[src/rtl/frame_replay_buffer.sv]
// Frame replay buffer: captures one frame from a vld/rdy source into local
// memory, then streams it out cfg_repeat+1 times with fst on word 0 of each pass.
module frame_replay_buffer #(
  parameter int WIDTH = 32,
  parameter int DEPTH = 64,
  parameter int AW    = 6
) (
  input  logic             clk,
  input  logic             reset,
  input  logic [AW-1:0]    cfg_frame_len,
  input  logic [7:0]       cfg_repeat,
  input  logic [WIDTH-1:0] in_data,
  input  logic             in_fst,
  input  logic             in_vld,
  output logic             in_rdy,
  output logic [WIDTH-1:0] out_data,
  output logic             out_fst,
  output logic             out_vld,
  input  logic             out_rdy,
  output logic             frame_done,
  output logic             resync_err,
  output logic [15:0]      frame_cnt
);

  typedef enum logic {LOAD, PLAY} state_t;

  state_t           state, state_n;
  logic [AW-1:0]    wr_ptr, rd_ptr, len_q, wr_idx, eff_len;
  logic [7:0]       rep_q, rep_cnt;
  logic             wr_en, resync, wr_last, rd_en, rd_last, pass_last, cfg_open;
  logic [WIDTH-1:0] mem [DEPTH];

  // Config is only sampled while no word of the current frame is held, so a
  // fresh frame (or a resync restart) picks up cfg but mid-frame edits do not.
  assign cfg_open = (state == LOAD) && ((wr_ptr == '0) || resync);

  assign out_data = mem[rd_ptr];
  assign out_fst  = out_vld && (rd_ptr == '0);

  // Next-state and handshake decode; the last-word compare uses the length
  // being latched this cycle so a 1-word frame completes on its first write.
  always_comb begin
    state_n   = state;
    in_rdy    = 1'b0;
    out_vld   = 1'b0;
    wr_en     = 1'b0;
    resync    = 1'b0;
    rd_en     = 1'b0;
    wr_idx    = wr_ptr;
    eff_len   = len_q;
    wr_last   = 1'b0;
    rd_last   = (rd_ptr == len_q);
    pass_last = (rep_cnt == rep_q);
    case (state)
      LOAD: begin
        in_rdy = !reset;
        wr_en  = in_vld && in_rdy;
        resync = wr_en && in_fst && (wr_ptr != '0);
        if (resync) wr_idx = '0;
        if ((wr_ptr == '0) || resync) eff_len = cfg_frame_len;
        wr_last = wr_en && (wr_idx == eff_len);
        if (wr_last) state_n = PLAY;
      end
      PLAY: begin
        out_vld = 1'b1;
        rd_en   = out_rdy;
        if (rd_en && rd_last && pass_last) state_n = LOAD;
      end
      default: state_n = LOAD;
    endcase
  end

  // State register.
  always_ff @(posedge clk) begin
    if (reset) state <= LOAD;
    else       state <= state_n;
  end

  // Pointers, pass counter, config latches and status pulses.
  always_ff @(posedge clk) begin
    if (reset) begin
      wr_ptr     <= '0;
      rd_ptr     <= '0;
      rep_cnt    <= '0;
      len_q      <= '0;
      rep_q      <= '0;
      frame_cnt  <= '0;
      frame_done <= 1'b0;
      resync_err <= 1'b0;
    end else begin
      frame_done <= 1'b0;
      resync_err <= resync;
      if (cfg_open) begin
        len_q <= cfg_frame_len;
        rep_q <= cfg_repeat;
      end
      if (wr_en) begin
        if (wr_last) begin
          wr_ptr  <= '0;
          rd_ptr  <= '0;
          rep_cnt <= '0;
        end else if (resync) begin
          wr_ptr <= AW'(1);
        end else begin
          wr_ptr <= wr_ptr + 1'b1;
        end
      end
      if (rd_en) begin
        if (rd_last) begin
          rd_ptr <= '0;
          if (pass_last) begin
            frame_done <= 1'b1;
            frame_cnt  <= frame_cnt + 16'd1;
          end else begin
            rep_cnt <= rep_cnt + 8'd1;
          end
        end else begin
          rd_ptr <= rd_ptr + 1'b1;
        end
      end
    end
  end

  // Frame storage; contents survive reset.
  always_ff @(posedge clk) begin
    if (wr_en) mem[wr_idx] <= in_data;
  end

endmodule

[config.mk]
export PLATFORM = sky130hd
export DESIGN_NAME = frame_replay_buffer
export DESIGN_NICKNAME = d
export VERILOG_FILES = /design/src/rtl/frame_replay_buffer.sv
export SDC_FILE = /design/constraint.sdc
export NUM_CORES = 2
export LEC_CHECK = 0
export BUFFER_PORTS_ARGS = -buffer_cell sky130_fd_sc_hd__buf_4
export CAP_MARGIN = 10
export CORE_MARGIN = 8
export CORE_UTILIZATION = 45
export DETAILED_ROUTE_END_ITERATION = 10
export PLACE_DENSITY = 0.66
export SETUP_SLACK_MARGIN = 0.02
export SYNTH_ARGS = -nofsm -noshare
export SYNTH_HDL_FRONTEND = slang
export SYNTH_SLANG_ARGS = --single-unit
[constraint.sdc]
create_clock -name clk -period 6.4 [get_ports clk]
set_input_delay 1.92 -clock clk [delete_from_list [all_inputs] [get_ports clk]]
set_output_delay 1.92 -clock clk [all_outputs]
set_load 0.01 [all_outputs]
==> reports/metrics.cfg <==
[status]
status=completed

[floorplan]
die_width_um=439
chipHeight_um=439
initial_utilization=0.452
num_ports=104
fp_rows=155
floorplan.die_area_um2=193000
core_region_area_um2=178000

[sta]
actual_transition_at_the_worst_max_transition_pin_ns=1.12
max_clock_freq_mhz=168
fin_crit_sh=0.928
report.final.setup_viol=0
finalSetupTns_ns=0
finClkSkew_ns=0.0314
timing.final.hold_violations=0
slew-limit-headroom=0.254
slew_violations=0
finalCriticalPeriod_ns=5.94
unrepaired_setup_endpoints_after_global_routing=no

[logic_synthesis]
synth.yosys.seq_area_share=0.777
post_synth_inst_count=3354
postSynth.topFlopCell=sky130_fd_sc_hd__edfxtp_1
syn-mean-instance-area_um2=24.1
synth.distinct_cells=56
mappedNetlistNets=3411
synth_async_sr_flop_share=0
ys_warn_count=0
synth.ff_latch_count=2107
syn-cell-area_um2=80700
number_of_enable_type_register_cells_in_the_synthesized_netlist=2048

[power_and_ir_drop]
switching_share=0.196
power_frac_comb=0.017
powerDensity_nw_per_um2=296
seq_power_share=0.557
power_leakage_nw=27.2
switching_power_mw=5.34
worst_ir_drop_vdd_uv=272
part_of_the_total_power_dissipated_in_the_clock_network=0.426
cell_internal_pwr_mw=21.9

[grt]
first_global_vias=37000
grt_first_pass_wirelength_um=272000
gr-usage-all-layers=0.193
global_route.overflow_total=0
maximum_number_of_pins_on_one_net_before_global_route_repair=114
antenna_violations_before_repair=18

[finish]
drive_gt1_frac=0.334
final_util=0.514
flow.area_growth_from_synthesis_pct=13.7
postLayoutCellArea_um2=91800
fill_cells=13600
mostFrequentLayoutCell=sky130_fd_sc_hd__edfxtp_1
final_cell_mix=sky130_fd_sc_hd__edfxtp_1, sky130_fd_sc_hd__mux4_2, sky130_fd_sc_hd__clkbuf_16
fin_nets=3667

[placed_design]
io_buffers=103
placed_area_um2=85300
detailedPlacementHpwl_um=112000
gpl.final_weighted_congestion=0.795

[critical_path]
critPathCaptureType=output pin
required_time_of_the_worst_setup_path_ns=4.48
cp_data_arrival_time_ns=4.02
setup.worst_path.class=register to output pin
critical_path_peak_fanout=56
worst_setup_path_start_kind=register

[cts]
cts-buffers-inserted=203
postCtsSetupBuffers=0
worst_setup_hold_path_clk_slew_ns=0.06
ctsLongestPathBuffers=3
cts.htree.levels=4
cts_root_buffer=sky130_fd_sc_hd__clkbuf_16
cts_tree=yes
insertion_delay_ns=0.80
post_cts_resized=0
post_cts_hold_buffer_count=0
clock_sink_count=2107

[detailed_routing]
num_vias=36800
routed_via_density=6.00
drc_errors=0
first_pass_iters=6
first_iter_violations=4578
antenna_left=0
routed_wirelength_um=188000
routed_wire_length_per_instance_um=30.6

[hold_path]
worstHoldPathType=register to register

[job]
maxCapViolations=0

-- worst max-delay path, cell delays in order, from the launching register on --
cell and delay, ns:
sky130_fd_sc_hd__dfxtp_4 0.46, sky130_fd_sc_hd__buf_4 0.28, sky130_fd_sc_hd__buf_12 0.39, sky130_fd_sc_hd__mux4_2 0.63
sky130_fd_sc_hd__mux4_2 0.63, sky130_fd_sc_hd__mux4_2 0.55, sky130_fd_sc_hd__buf_4 0.17
-- sequential cells by signal (all words and copies together) (netlist names), named ones only --
name and cells:
rep_cnt 8, resync_err 1, len_q 6, state 1, frame_done 1, rd_ptr 6
wr_ptr 6, frame_cnt 16, mem 2048, rep_q 8
-- power by group through the flow --
stage / Clock [mW] / Sequential [mW] / Combinational [mW]
finish: 11.6 / 15.2 / 0.473
global route: 12.3 / 15.2 / 0.508
CTS: 11.8 / 15.2 / 0.485
detailed placement: 0 / 15.5 / 0.485
global placement: 0 / 15.5 / 0.470
floorplan: 0 / 15.5 / 0.126
-- synthesized netlist by cell type, types with 2 or more instances --
cell	n	area, µm²
sky130_fd_sc_hd__a21o_1	6	45.0
sky130_fd_sc_hd__a21oi_1	33	165
sky130_fd_sc_hd__a2bb2oi_1	3	26.3
sky130_fd_sc_hd__a311oi_1	4	35.0
sky130_fd_sc_hd__a31o_2	3	26.3
sky130_fd_sc_hd__a31oi_1	4	25.0
sky130_fd_sc_hd__a32o_1	2	20.0
sky130_fd_sc_hd__and2_1	3	18.8
sky130_fd_sc_hd__and3_1	8	50.1
sky130_fd_sc_hd__and3b_1	2	17.5
sky130_fd_sc_hd__buf_1	13	48.8
sky130_fd_sc_hd__buf_2	48	240
sky130_fd_sc_hd__buf_4	10	75.1
sky130_fd_sc_hd__buf_6	3	33.8
sky130_fd_sc_hd__clkbuf_1	100	375
sky130_fd_sc_hd__dfxtp_1	59	1180
sky130_fd_sc_hd__edfxtp_1	2048	61500
sky130_fd_sc_hd__ha_1	6	75.1
sky130_fd_sc_hd__inv_1	14	52.6
sky130_fd_sc_hd__mux2_2	9	101
sky130_fd_sc_hd__mux2i_1	11	110
sky130_fd_sc_hd__mux4_2	663	14900
sky130_fd_sc_hd__nand2_1	58	218
sky130_fd_sc_hd__nand2b_1	2	12.5
sky130_fd_sc_hd__nand3_1	25	125
sky130_fd_sc_hd__nand3b_1	3	22.5
sky130_fd_sc_hd__nand4_1	7	43.8
sky130_fd_sc_hd__nor2_1	89	334
sky130_fd_sc_hd__nor2b_1	5	31.3
sky130_fd_sc_hd__nor3_1	14	70.1
sky130_fd_sc_hd__nor3_2	2	20.0
sky130_fd_sc_hd__o21ai_0	38	190
sky130_fd_sc_hd__o21ai_1	2	10.0
sky130_fd_sc_hd__o221ai_1	2	17.5
sky130_fd_sc_hd__o31ai_1	2	15.0
sky130_fd_sc_hd__or3_1	12	75.1
sky130_fd_sc_hd__xnor2_1	21	184
sky130_fd_sc_hd__xor2_1	2	17.5
-- logic make-up after synthesis --
family	after synthesis	synth area share
compound gates	109	0.00843
xor+xnor	23	0.00250
fa+ha+maj	6	0.000930
buf+inv	189	0.0103
flops	2107	0.777
mux	683	0.188
simple gates	237	0.0135
-- routing by layer --
layer,GRT usage,vias to the layer above,share of wire
met5,0,-,0.000069
met1,0.280,20000,0.42
met4,0.0363,2,0.016
li1,-,15000,-
met3,0.0395,212,0.081
met2,0.309,1522,0.49
-- worst paths after layout --
check	start	endpoint	slack, ns	depth (start not counted)
setup / recovery	register	out_data[14]	0.46	6
hold / removal	rep_q[7]	rep_q[7]	0.49	2
setup reg to reg	wr_ptr[1]	mem[20][28]	2.00	10
hold reg to reg	rep_q[7]	rep_q[7]	0.49	2
-- layout make-up --
cell class / count / area [µm²] / share of cell area
sequential: 2107 / 62700 / 0.683
inverter: 15 / 56.3 / 0.000613
multi-input combinational: 1058 / 17700 / 0.192
antenna: 2 / 5.00 / 0.0000545
clock buffer: 261 / 5520 / 0.0601
timing repair buffer: 225 / 1980 / 0.0215
tap: 2355 / 2950 / 0.0321
clock inverter: 108 / 923 / 0.0101
-- metrics by stage --
| step | worst slack, ns | std cells | power (mW) | hold slack, ns |
|---|---|---|---|---|
| 2_1_floorplan | 0.712 | 3354 | 15.6 | 0.465 |
| 3_3_place_gp | 0.936 | 5760 | 15.9 | 0.480 |
| 3_5_place_dp | 0.886 | 5760 | 15.9 | 0.481 |
| 4_1_cts | 0.331 | 6129 | 27.4 | 0.490 |
| 5_1_grt | 0.270 | 6129 | 27.9 | 0.515 |
| 6_report | 0.460 | 6131 | 27.2 | 0.489 |
(Power assumes the default switching activity.)
